===== config.mk =====
export PLATFORM = sky130hd
export DESIGN_NAME = int_claim_ctrl
export DESIGN_NICKNAME = d
export VERILOG_FILES = /design/src/rtl/int_pkg.sv /design/src/rtl/int_gateway.sv /design/src/rtl/int_claim_ctrl.sv
export SDC_FILE = /design/constraint.sdc
export NUM_CORES = 1
export LEC_CHECK = 0
export ABC_AREA = 1
export BUFFER_PORTS_ARGS = -buffer_cell sky130_fd_sc_hd__buf_2
export CORE_AREA = 3 3 86 88
export CTS_BUF_LIST = sky130_fd_sc_hd__clkbuf_4 sky130_fd_sc_hd__clkbuf_8
export DETAILED_ROUTE_END_ITERATION = 10
export DIE_AREA = 0 0 89 91
export GPL_TIMING_DRIVEN = 0
export PLACE_DENSITY = 0.89
export SLEW_MARGIN = 10
export SYNTH_ARGS = -nofsm -noshare
export SYNTH_HDL_FRONTEND = slang
export SYNTH_SLANG_ARGS = --single-unit
export TNS_END_PERCENT = 20

===== constraint.sdc =====
create_clock -name clk -period 21.1 [get_ports clk]
set_input_delay 4.22 -clock clk [delete_from_list [all_inputs] [get_ports clk]]
set_output_delay 4.22 -clock clk [all_outputs]
set_load 0.01 [all_outputs]

===== src/rtl/int_pkg.sv =====
// int_pkg: shared sizes, gateway state encoding and the "no interrupt" ID.
// Latency: n/a (declarations only).
// Backpressure: n/a.
package int_pkg;

  localparam int INT_NSRC = 8;                      // default number of sources
  localparam int INT_PW   = 3;                      // default priority width
  localparam int INT_IDW  = $clog2(INT_NSRC + 1);   // default claim ID width

  // ID 0 is reserved for "nothing to claim".
  localparam int ID_NONE = 0;

  typedef enum logic [1:0] {
    IDLE = 2'd0,
    PEND = 2'd1,
    SERV = 2'd2
  } gw_state_t;

endpackage


===== src/rtl/int_gateway.sv =====
// int_gateway: per-source request latch, IDLE -> PEND -> SERV -> IDLE.
// Latency: request to PEND in 1 cycle; claim/complete take effect at the next edge.
// Backpressure: none; requests arriving while SERV are ignored (level) or held one-deep (edge).
//
// Ports: clk, rstn (async, active-low); irq = raw request; claim/cmpl = already
// qualified for this source; edge_mode (only with INT_EDGE_TRIG_EN) selects
// rising-edge capture; pend/serv expose the current state.
module int_gateway
  import int_pkg::*;
(
  input  logic clk,
  input  logic rstn,
  input  logic irq,
  input  logic claim,
  input  logic cmpl,
`ifdef INT_EDGE_TRIG_EN
  input  logic edge_mode,
`endif
  output logic pend,
  output logic serv
);

  gw_state_t state_q, state_d;
  logic      arm;       // request that moves IDLE -> PEND
  logic      relaunch;  // complete should go straight back to PEND

`ifdef INT_EDGE_TRIG_EN
  logic irq_q;
  logic rise;
  logic edge_held_q, edge_held_d;

  assign rise     = irq & ~irq_q;
  assign arm      = edge_mode ? rise : irq;
  // An edge landing in the very cycle of the complete is not lost.
  assign relaunch = edge_held_q | (edge_mode & rise);

  always_comb begin
    edge_held_d = edge_held_q;
    if (state_q == SERV) begin
      if (cmpl) begin
        edge_held_d = 1'b0;
      end else if (edge_mode && rise) begin
        edge_held_d = 1'b1;           // one-deep: further edges collapse into this one
      end
    end
  end

  always_ff @(posedge clk or negedge rstn) begin
    if (!rstn) begin
      irq_q       <= 1'b0;
      edge_held_q <= 1'b0;
    end else begin
      irq_q       <= irq;
      edge_held_q <= edge_held_d;
    end
  end
`else
  assign arm      = irq;
  assign relaunch = 1'b0;
`endif

  always_ff @(posedge clk or negedge rstn) begin
    if (!rstn) begin
      state_q <= IDLE;
    end else begin
      state_q <= state_d;
    end
  end

  always_comb begin
    state_d = state_q;
    case (state_q)
      IDLE:    if (arm)   state_d = PEND;
      PEND:    if (claim) state_d = SERV;
      SERV:    if (cmpl)  state_d = relaunch ? PEND : IDLE;
      default:            state_d = IDLE;
    endcase
  end

  assign pend = (state_q == PEND);
  assign serv = (state_q == SERV);

endmodule


===== src/rtl/int_claim_ctrl.sv =====
// int_claim_ctrl: gateways + registered max-priority arbiter driving one hart's eip.
// Latency: irq_src -> eip 2 cycles; config change -> best_id/eip 1 cycle; claim data next edge.
// Backpressure: none; a claim with nothing eligible returns 0, invalid completes are dropped.
//
// Ports: clk, rstn (async, active-low); irq_src/int_en/int_prio/threshold = source
// requests and configuration; reg_en/reg_wr/sel/reg_wdata = claim (read) and
// complete (write) access; reg_rdata = claimed ID; eip = interrupt to hart;
// busy = in-service flags. Optional macro INT_EDGE_TRIG_EN adds int_edge
// (1 = edge-triggered source).
module int_claim_ctrl
  import int_pkg::*;
#(
  parameter int NSRC = INT_NSRC,
  parameter int PW   = INT_PW,
  parameter int IDW  = $clog2(NSRC + 1)
) (
  input  logic               clk,
  input  logic               rstn,
  input  logic [NSRC-1:0]    irq_src,
`ifdef INT_EDGE_TRIG_EN
  input  logic [NSRC-1:0]    int_edge,
`endif
  input  logic [NSRC-1:0]    int_en,
  input  logic [NSRC*PW-1:0] int_prio,
  input  logic [PW-1:0]      threshold,
  input  logic               reg_en,
  input  logic               reg_wr,
  input  logic               sel,
  input  logic [63:0]        reg_wdata,
  output logic [63:0]        reg_rdata,
  output logic               eip,
  output logic [NSRC-1:0]    busy
);

  logic [NSRC-1:0] pend, serv, elig, best_oh, claim_hit, cmpl_hit;
  logic [PW-1:0]   prio [NSRC];
  logic [IDW-1:0]  best_id, nxt_id, cmpl_id;
  logic [PW-1:0]   best_prio, nxt_prio;
  logic            claim_vld, cmpl_vld, best_ok, eip_q;
  logic [63:0]     rdata_q;

  assign claim_vld = reg_en & sel & ~reg_wr;
  assign cmpl_vld  = reg_en & sel &  reg_wr;
  assign cmpl_id   = reg_wdata[IDW-1:0];

  for (genvar g = 0; g < NSRC; g++) begin : g_src
    assign prio[g]     = int_prio[g*PW +: PW];
    assign elig[g]     = pend[g] & int_en[g] & (prio[g] > threshold);
    assign best_oh[g]  = (best_id == IDW'(g + 1));
    // The claim only lands if the registered winner is still eligible right now.
    assign claim_hit[g] = claim_vld & best_oh[g] & elig[g];
    // Out-of-range and zero IDs match no source and fall through.
    assign cmpl_hit[g]  = cmpl_vld & (cmpl_id == IDW'(g + 1));

    int_gateway u_gw (
      .clk       (clk),
      .rstn      (rstn),
      .irq       (irq_src[g]),
      .claim     (claim_hit[g]),
      .cmpl      (cmpl_hit[g]),
`ifdef INT_EDGE_TRIG_EN
      .edge_mode (int_edge[g]),
`endif
      .pend      (pend[g]),
      .serv      (serv[g])
    );
  end

  // Strictly-greater compare while scanning upward keeps the lowest ID on a tie.
  always_comb begin
    nxt_id   = IDW'(ID_NONE);
    nxt_prio = '0;
    for (int i = 0; i < NSRC; i++) begin
      if (elig[i] && (prio[i] > nxt_prio)) begin
        nxt_id   = IDW'(i + 1);
        nxt_prio = prio[i];
      end
    end
  end

  // best_prio is zero exactly when the slot is empty.
  assign best_ok = (best_prio != '0) & (|(best_oh & elig));

  always_ff @(posedge clk or negedge rstn) begin
    if (!rstn) begin
      best_id   <= IDW'(ID_NONE);
      best_prio <= '0;
      eip_q     <= 1'b0;
      rdata_q   <= '0;
    end else begin
      best_id   <= nxt_id;
      best_prio <= nxt_prio;
      // Registered alongside best_id so eip always mirrors best_id != 0.
      eip_q     <= (nxt_id != IDW'(ID_NONE));
      if (claim_vld) begin
        rdata_q <= best_ok ? {{(64-IDW){1'b0}}, best_id} : '0;
      end
    end
  end

  assign reg_rdata = rdata_q;
  assign eip       = eip_q;
  assign busy      = serv;

endmodule


# Word level (Yosys, flattened, before mapping)
# Cells that the tools add are included.
# W data, S select, Z words.
word_totals:
  register_bits: 88
  input_bits: 112
  out_inout_bits: 73
  word_cells: 206
op_classes:
  magnitude_cmp: 16
  n_eq_ne: 56
  muxes: 49
  bitwise_logic: 46
  n_reduce_logical: 27
op_table:
  columns: ["cell", "n"]
  rows:
  - ["$mux W2", 25]
  - ["$pmux W2 S3", 8]
  - ["$gt A3 B3 Y1", 15]
  - ["$and A1 B1 Y1", 44]
  - ["$eq A4 B3 Y1 const B", 8]
  - ["$ne A2 B1 Y1 const B", 16]
  - ["$mux W4", 7]
  - ["$mux W3", 8]
  - ["$reduce_and A3 Y1", 8]
  - ["$eq A2 B1 Y1 const B", 8]
  - ["$eq A2 B2 Y1 const B", 8]
  - ["$eq A4 B2 Y1 const B", 4]
  - ["$logic_not A2 Y1", 8]
  - ["$ne A2 B2 Y1 const B", 8]
  - ["$and A8 B8 Y8", 1]
  - ["$eq A4 B1 Y1 const B", 2]
  - ["$eq A4 B4 Y1 const B", 2]
  - ["$logic_and A1 B1 Y1", 8]
  - ["$reduce_or A8 Y1", 1]
  - ["$reduce_bool A4 Y1", 1]
  - ["$gt A3 B1 Y1 const B", 1]
  - ["$reduce_bool A3 Y1", 1]
  - ["$mux W1", 1]
  - ["$not A1 Y1", 1]

# Depth between registers and ports, before layout
# Gate-level depths: netlist (run 1).
depth:
  depth_word: 27
  mapped_depth: 63
  ltp_nobuf: 63

# Hierarchy
# A second synthesis (run 1) with hierarchy kept.
unflattened:
  hier_cells: 489
  area_unflattened_um2: 3443.3
by_module_without_submodules:
  columns: ["mod", "n_inst", "cells_per_inst", "area_each_um2", "seq_area_each_um2"]
  rows:
  - ["int_claim_ctrl", 1, 385, 2602.5, 300.3]
  - ["int_gateway", 8, 13, 105.1, 50.0]

# Worst setup path after synthesis (run 1)
# No wires, ideal clock.
synth_path:
  path_type: "in2reg"
  startpoint: "input port threshold[2]"
  endpoint: "register eip_q, in the netlist eip"
  setup_time_ns: 0.131
  arrival_ns: 11.739
  required_ns: 20.969
  setup_slack_ns: 9.229
  path_stages: 58
  path_buffers: 0
  cell_sequence: "inv_1 ha_1 nand2_1 nor2_1 nor2_2 nand2_1 inv_2 nand2_1 ha_1 and3_1 a21oi_2 nand2_4 o21ai_0 ha_1 nand2_1 inv_1 a22oi_2 nand2_4 (+22 left out) and2_1 ha_1 inv_1 o21bai_1 a21oi_1 nor2_1 nand2_2 or2_1 nand2_1 ha_1 nand2_1 nor2_1 a211oi_1 a31oi_1 nand2_1 clkinv_1 nor2_1 nand4_1"
synth_via:
  elab_chain_len: 26
  word_cells_on_any_way: 47
  cone_classes: "order compare (15); mux (15); bitwise (8); reduce/logical (9)"
synth_rtl:
  columns: ["item", "line", "source"]
  rows:
  - ["start: declaration", "int_claim_ctrl.sv:25", "input logic [PW-1:0] threshold,"]
  - ["$gt A3 B3 Y1", "int_claim_ctrl.sv:48", "assign elig[g] = pend[g] & int_en[g] & (prio[g] > threshold);"]
  - ["$and A1 B1 Y1", "int_claim_ctrl.sv:48", null]
  - ["$logic_and A1 B1 Y1", "int_claim_ctrl.sv:74", "if (elig[i] && (prio[i] > nxt_prio)) begin"]
  - ["$mux W3", "int_claim_ctrl.sv:74", null]
  - ["$gt A3 B3 Y1", "int_claim_ctrl.sv:74", null]
  - ["$logic_and A1 B1 Y1", "int_claim_ctrl.sv:74", null]
  - ["$mux W3", "int_claim_ctrl.sv:74", null]
  - ["$gt A3 B3 Y1", "int_claim_ctrl.sv:74", null]
  - ["(+11 left out)", null, null]
  - ["$gt A3 B3 Y1", "int_claim_ctrl.sv:74", null]
  - ["$logic_and A1 B1 Y1", "int_claim_ctrl.sv:74", null]
  - ["$mux W3", "int_claim_ctrl.sv:74", null]
  - ["$gt A3 B3 Y1", "int_claim_ctrl.sv:74", null]
  - ["$logic_and A1 B1 Y1", "int_claim_ctrl.sv:74", null]
  - ["$mux W4 *", "int_claim_ctrl.sv:74", null]
  - ["named net nxt_id[3]", "int_claim_ctrl.sv:37", "logic [IDW-1:0] best_id, nxt_id, cmpl_id;"]
  - ["$reduce_bool A4 Y1 *", "int_claim_ctrl.sv:94", "eip_q <= (nxt_id != IDW'(ID_NONE));"]
  - ["end signal: assignment", "int_claim_ctrl.sv:94", null]
  - ["end: declaration", "int_claim_ctrl.sv:39", "logic claim_vld, cmpl_vld, best_ok, eip_q;"]
# Mark *: on every way through the listed nets, which the timed path passes. The rest lies on a longest branch.
# A chain may end at the register's enable or synchronous reset.

# Worst setup path in the final report (run 1)
# Same ends and word-level chain as after synthesis.

==> results of run 1 <==
==> worst min path at each step <==
stage | slack, ps | cells past startpoint | start | to
2_1_floorplan | 500 | 3 | g_src[6].u_gw.state_q[1] | g_src[6].u_gw.state_q[0]
3_3_place_gp | 480 | 2 | reg_rdata[2] | reg_rdata[2]
5_1_grt | 520 | 2 | reg_rdata[3] | reg_rdata[3]
6_report | 500 | 2 | reg_rdata[3] | reg_rdata[3]
3_5_place_dp | 480 | 2 | reg_rdata[3] | reg_rdata[3]
4_1_cts | 500 | 2 | reg_rdata[3] | reg_rdata[3]
==> Yosys cell counts (2+ instances only) <==
library cell,count
nand2_1,88
buf_4,68
inv_1,56
ha_1,39
nand3_1,36
nor2_1,36
dfrtp_1,28
o21ai_0,19
a21oi_1,14
nand3_2,11
nand2_4,9
nand4_1,7
o21ai_1,6
inv_2,5
nand2_2,5
nand3b_1,5
and2_1,4
nor2_4,4
o31ai_1,4
a31oi_1,3
nor3_1,3
or2_2,3
a211oi_1,2
a21oi_4,2
clkinv_1,2
nor2_2,2
nor4_1,2
o21bai_1,2
==> cell families after synthesis <==
family          after synthesis
flops                        28
fa+ha+maj                    39
compound gates               58
other cells                   1
simple gates                218
buf+inv                     132
==> tightest hold or removal path: stages (launching register included) <==
cell and delay (ps):
dfrtp_1 350, nand2_1 60, o31ai_1 60
==> power by group <==
part | internal (mW) | switching (mW) | total, mW
sequential | 0.0668 | 0.00820 | 0.0750
clock | 0.0255 | 0.0176 | 0.0430
combinational | 0.0592 | 0.0943 | 0.154
==> flip-flops by register name (all words and copies together) (netlist names) <==
name / cells
g_src.u_gw.state_q: 16
eip: 1
reg_rdata: 4
best_prio: 3
best_id: 4
==> metal layers <==
layer	track usage (%)	wire length [um]
met3	2.09	515
met1	24.6	3350
met2	35.3	3970
met4	6.33	159
met5	0	0
==> area by class of cell <==
class	instances	area share, %
multi-input cells	375	53.0
flip-flops and latches	28	16.9
plain buffers	69	12.4
repair buffers	64	7.74
inverters	63	5.72
well taps	80	2.42
clock buffers	3	0.998
clock inverters	1	0.726
==> run summary, run 1 <==
critical path data arrival time: 13,040 ps
status: completed
Routed Antenna Nets: 0
top cell type's share of synthesized area: 20.5%
CTS resizes: 0
most common cell after layout, fill and taps aside: nand2_1
Die H: 91 um
Overflow after GRT: 0
crit path buf inv count: 7
synth unique cells: 39
worst setup path endpoint: eip
PwrDens: 65.6 nW/um2
fin crit share: 61.0%
drt first pass iters: 4
Max stage delay on crit path: 340 ps
largest family of logic cells by synthesized area: simple AND/OR/NAND/NOR gates
core area: 6720 um2
Initial Util: 51.0%
clock buffer depth: 2
Num CTS Buffers: 3
Finished Layout Cells: 683
crit path launch type: input pin
commonest cells after routing, fill and taps aside: 88 x nand2_1, 68 x buf_4, 64 x buf_2
largest net degree at the start of global routing: 29
flop-to-flop setup slack: 12,440 ps
Async SR Flop Fraction: 100%
Slew @ Worst Pin: 734 ps
gr usage total: 19.9%
Synth Register Bits: 28
Inst Count DP: 679
worst hold slack: 502 ps
worst r2r src: g_src[0].u_gw.state_q[1]
hold_buf cts: 0
most area-hungry cell type in the Yosys netlist: dfrtp_1
complex-gate fraction of the synthesized area: 10.6%
simple-gate share of the synthesized area: 32.6%
Reg2Reg Depth: 56
nets@finish: 755
CTS tree: yes
fin util: 61.6%
Peak supply drop: 0.0230 mV
Synth warnings: 0
XOR/XNOR Fraction of Synth Area: 0%
antenna violations before repair: 0
Slowest cell on crit path: ha_1
cell family with most CP delay: simple AND/OR/NAND/NOR gates
area grow syn2layout: 20.8%
Multi-input gate area: 2190 um2
RSZ-0062 raised after global routing: no
CTS root buf: clkbuf_8
min Tclk post-route: 12,880 ps
leading post-synthesis cells by cell area: dfrtp_1 20%, buf_4 15%, ha_1 14%
DIE AREA: 8100 um2
fmax: 77.6 MHz
post-DP HPWL: 6820 um
Residual DRC: 0
WL final: 7990 um
slew margin rel.: 50.5%
setup_tns: 0 ps
routability cong.: 0.891
Setup Crit Path Kind: input pin to register
via count: 3,247
sequential share of the synthesized area: 20.5%
Synth Area in Adders: 14.2%
dpl cell area: 4070 um2
Post-synth EDFFs: 0
CP Capture Type: register
wire per inst: 11.7 um
first-pass GRT wire length: 13,200 um
Rows: 30
leakage power: 2.44 nW
Worst Hold Class: register to register
crit path from: threshold[2]
Setup Skew: 2.54 ps
critical path depth in cells: 59
Final Instance Area: 4140 um2
Critical Path RT: 21,260 ps
crit-path max FO: 9
Hold Fails Final Rpt: 0
share of layout cells above drive strength 1: 29.9%
count of input and output buffers: 64
Cells after Synth: 476
Avg Inst Size Synth: 7.19 um2
clock sink total: 28
Worst-Skew Late Latency: 280 ps
ANT cells: 0
reg2reg end: eip
Slew Viols, Final: 0
register area: 701 um2
Max Cap Viol: 0
pre-CTS setup slack: 8010 ps
htree depth: 1
DRT iter0 DRCs: 136
Die Width: 89 um
clock-pin slew on the worst setup and hold paths: 100 ps
multiplexer area fraction after synthesis: 0%
setup ws final: 8220 ps
area of the mapped netlist: 3420 um2
Setup violations, final: 0
IO Pins: 185
top_reg_cell synth: dfrtp_1
post-CTS setup buffers: 0
vias in the first global route: 3,152
total power: 272 uW
Fill cells: 611
vias per cell: 4.75
Power figures use the tool's default switching activity.
==> run 2, diff against run 1 <==
--- a/config.mk
+++ b/config.mk
@@ -7,12 +7,12 @@
 export LEC_CHECK = 0
 export ABC_AREA = 1
 export BUFFER_PORTS_ARGS = -buffer_cell sky130_fd_sc_hd__buf_2
-export CORE_AREA = 3 3 86 88
+export CORE_AREA = 3 3 90 92
 export CTS_BUF_LIST = sky130_fd_sc_hd__clkbuf_4 sky130_fd_sc_hd__clkbuf_8
 export DETAILED_ROUTE_END_ITERATION = 10
-export DIE_AREA = 0 0 89 91
+export DIE_AREA = 0 0 93 95
 export GPL_TIMING_DRIVEN = 0
-export PLACE_DENSITY = 0.89
+export PLACE_DENSITY = 0.82
 export SLEW_MARGIN = 10
 export SYNTH_ARGS = -nofsm -noshare
 export SYNTH_HDL_FRONTEND = slang
==> constraint.sdc (replaced) <==
create_clock -name clk -period 11.87 [get_ports clk]
set_input_delay 2.374 -clock clk [delete_from_list [all_inputs] [get_ports clk]]
set_output_delay 2.374 -clock clk [all_outputs]
set_load 0.01 [all_outputs]
==> run 2 against run 1 <==
Net effect: via count barely moved; final area rose by 0.27%; utilization fell by 4.7 points; final cell count rose by 2.8%; largest power group unchanged; count of clock-buffer cells in the layout rose by 1; wire length decreased by 1.6%; sequential share of layout area about the same; total power rose by 70%; setup slack worse by 7300 ps.
==> run summary, run 2 (synthesis results as in run 1) <==
DRT iter0 DRCs: 143
Critical Path RT: 12,020 ps
CTS root buf: clkbuf_8
DIE AREA: 8840 um2
Max Cap Viol: 0
CP Capture Type: register
gr usage total: 17.6%
fin util: 56.9%
IO Pins: 185
status: completed
leakage power: 2.43 nW
htree depth: 1
Setup violations, final: 0
most frequent CP cell: nand2_1
clock buffer depth: 2
min Tclk post-route: 10,950 ps
Die H: 95 um
pre-CTS setup slack: 514 ps
total power: 463 uW
commonest cells after routing, fill and taps aside: 88 x nand2_1, 68 x buf_4, 64 x buf_2
WL final: 7860 um
area grow syn2layout: 21.2%
Setup Skew: 1.99 ps
Setup Crit Path Kind: input pin to register
Slowest cell on crit path: ha_1
Top reg by flops: g_src.u_gw.state_q
critical path data arrival time: 11,110 ps
routability cong.: 0.894
setup_tns: 0 ps
drt first pass iters: 5
Hold Fails Final Rpt: 0
Routed Antenna Nets: 0
Worst Hold Class: register to register
vias per cell: 4.62
vias in the first global route: 2,950
Max stage delay on crit path: 350 ps
nets@finish: 755
Slew Viols, Final: 0
CTS tree: yes
clock-pin slew on the worst setup and hold paths: 90 ps
post-DP HPWL: 6770 um
Num CTS Buffers: 3
Initial Util: 47.0%
Overflow after GRT: 0
fmax: 91.3 MHz
wire per inst: 11.2 um
Residual DRC: 0
Peak supply drop: 0.0471 mV
first-pass GRT wire length: 12,700 um
antenna violations before repair: 0
most common cell after layout, fill and taps aside: nand2_1
crit-path max FO: 9
share of layout cells above drive strength 1: 30.0%
Slew @ Worst Pin: 874 ps
crit path launch type: input pin
core area: 7290 um2
clock sink total: 28
setup ws final: 919 ps
via count: 3,246
fin crit share: 92.3%
slew margin rel.: 40.9%
RSZ-0062 raised after global routing: no
max reg flops: 16
PwrDens: 112 nW/um2
Rows: 31
largest net degree at the start of global routing: 29
count of input and output buffers: 64
Die Width: 93 um
Worst-Skew Late Latency: 270 ps
ANT cells: 0
-- run 2: cell types whose count changed in the layout (fill, tap and decap cells not counted) --
cell       previous run  this run
clkbuf_8              3         4
o21ai_2               0         1
o21ai_1               6         5
bufinv_16             1         0
-- run 2: critical path, delay by kind of cell --
kind	cells	cell delay (ps)
and+or+nand+nor	34	3560
adders and majority gates	8	2380
AOI/OAI and AO/OA	11	1820
buffers and inverters	8	910
-- run 2: metrics by stage --
step / area (um2) / hold WS [ps] / std cells
floorplan: 3650 / 500 / 535
finish: 4150 / 489 / 702
detailed placement: 4090 / 475 / 698
global placement: 4090 / 483 / 698
global route: 4150 / 554 / 702
CTS: 4150 / 496 / 702
-- run 2: path summary, 6_finish.rpt --
check,from,end,slack [ps],cells past startpoint
worst max-delay path,threshold[2],eip,920,61
worst min-delay path,reg_rdata[3],reg_rdata[3],490,2
worst max register to register,g_src[0].u_gw.state_q[1],eip,3320,58
worst min register to register,reg_rdata[3],reg_rdata[3],490,2
max in group asynchronous,rstn,best_id[3],9400,1
min in group asynchronous,rstn,g_src[2].u_gw.state_q[0],2090,1
-- run 2: layout make-up --
class,instances,area (um2)
Fill cell,701,3140
Multi-Input combinational cell,375,2200
Sequential cell,28,701
Buffer,69,514
Timing Repair Buffer,64,320
Inverter,63,236
Tap cell,99,124
Clock buffer,4,55.1
-- run 2: timing repair --
item / 4_1_cts / 5_1_grt
resized for setup: 0 / 1
setup endpoints to repair: 0 / 2
endpoints found under the hold margin: 0 / 0
hold buffers: 0 / 0
buffers inserted: 0 / 0
-- run 2: metal layers --
layer / track usage [%] / vias up / part of all wire, %
li1: - / 1690 / -
met1: 22.3 / 1412 / 42
met2: 31.7 / 129 / 49
met3: 1.67 / 15 / 7.7
met4: 5.49 / 0 / 1.7
met5: 0 / - / 0
-- run 2: power by group --
group | internal [mW] | switching (mW) | leakage (nW) | total (mW)
Combinational | 0.105 | 0.167 | 2.07 | 0.272
Sequential | 0.119 | 0.0141 | 0.340 | 0.133
Clock | 0.0297 | 0.0282 | 0.0288 | 0.0578
Total | 0.254 | 0.209 | 2.43 | 0.463
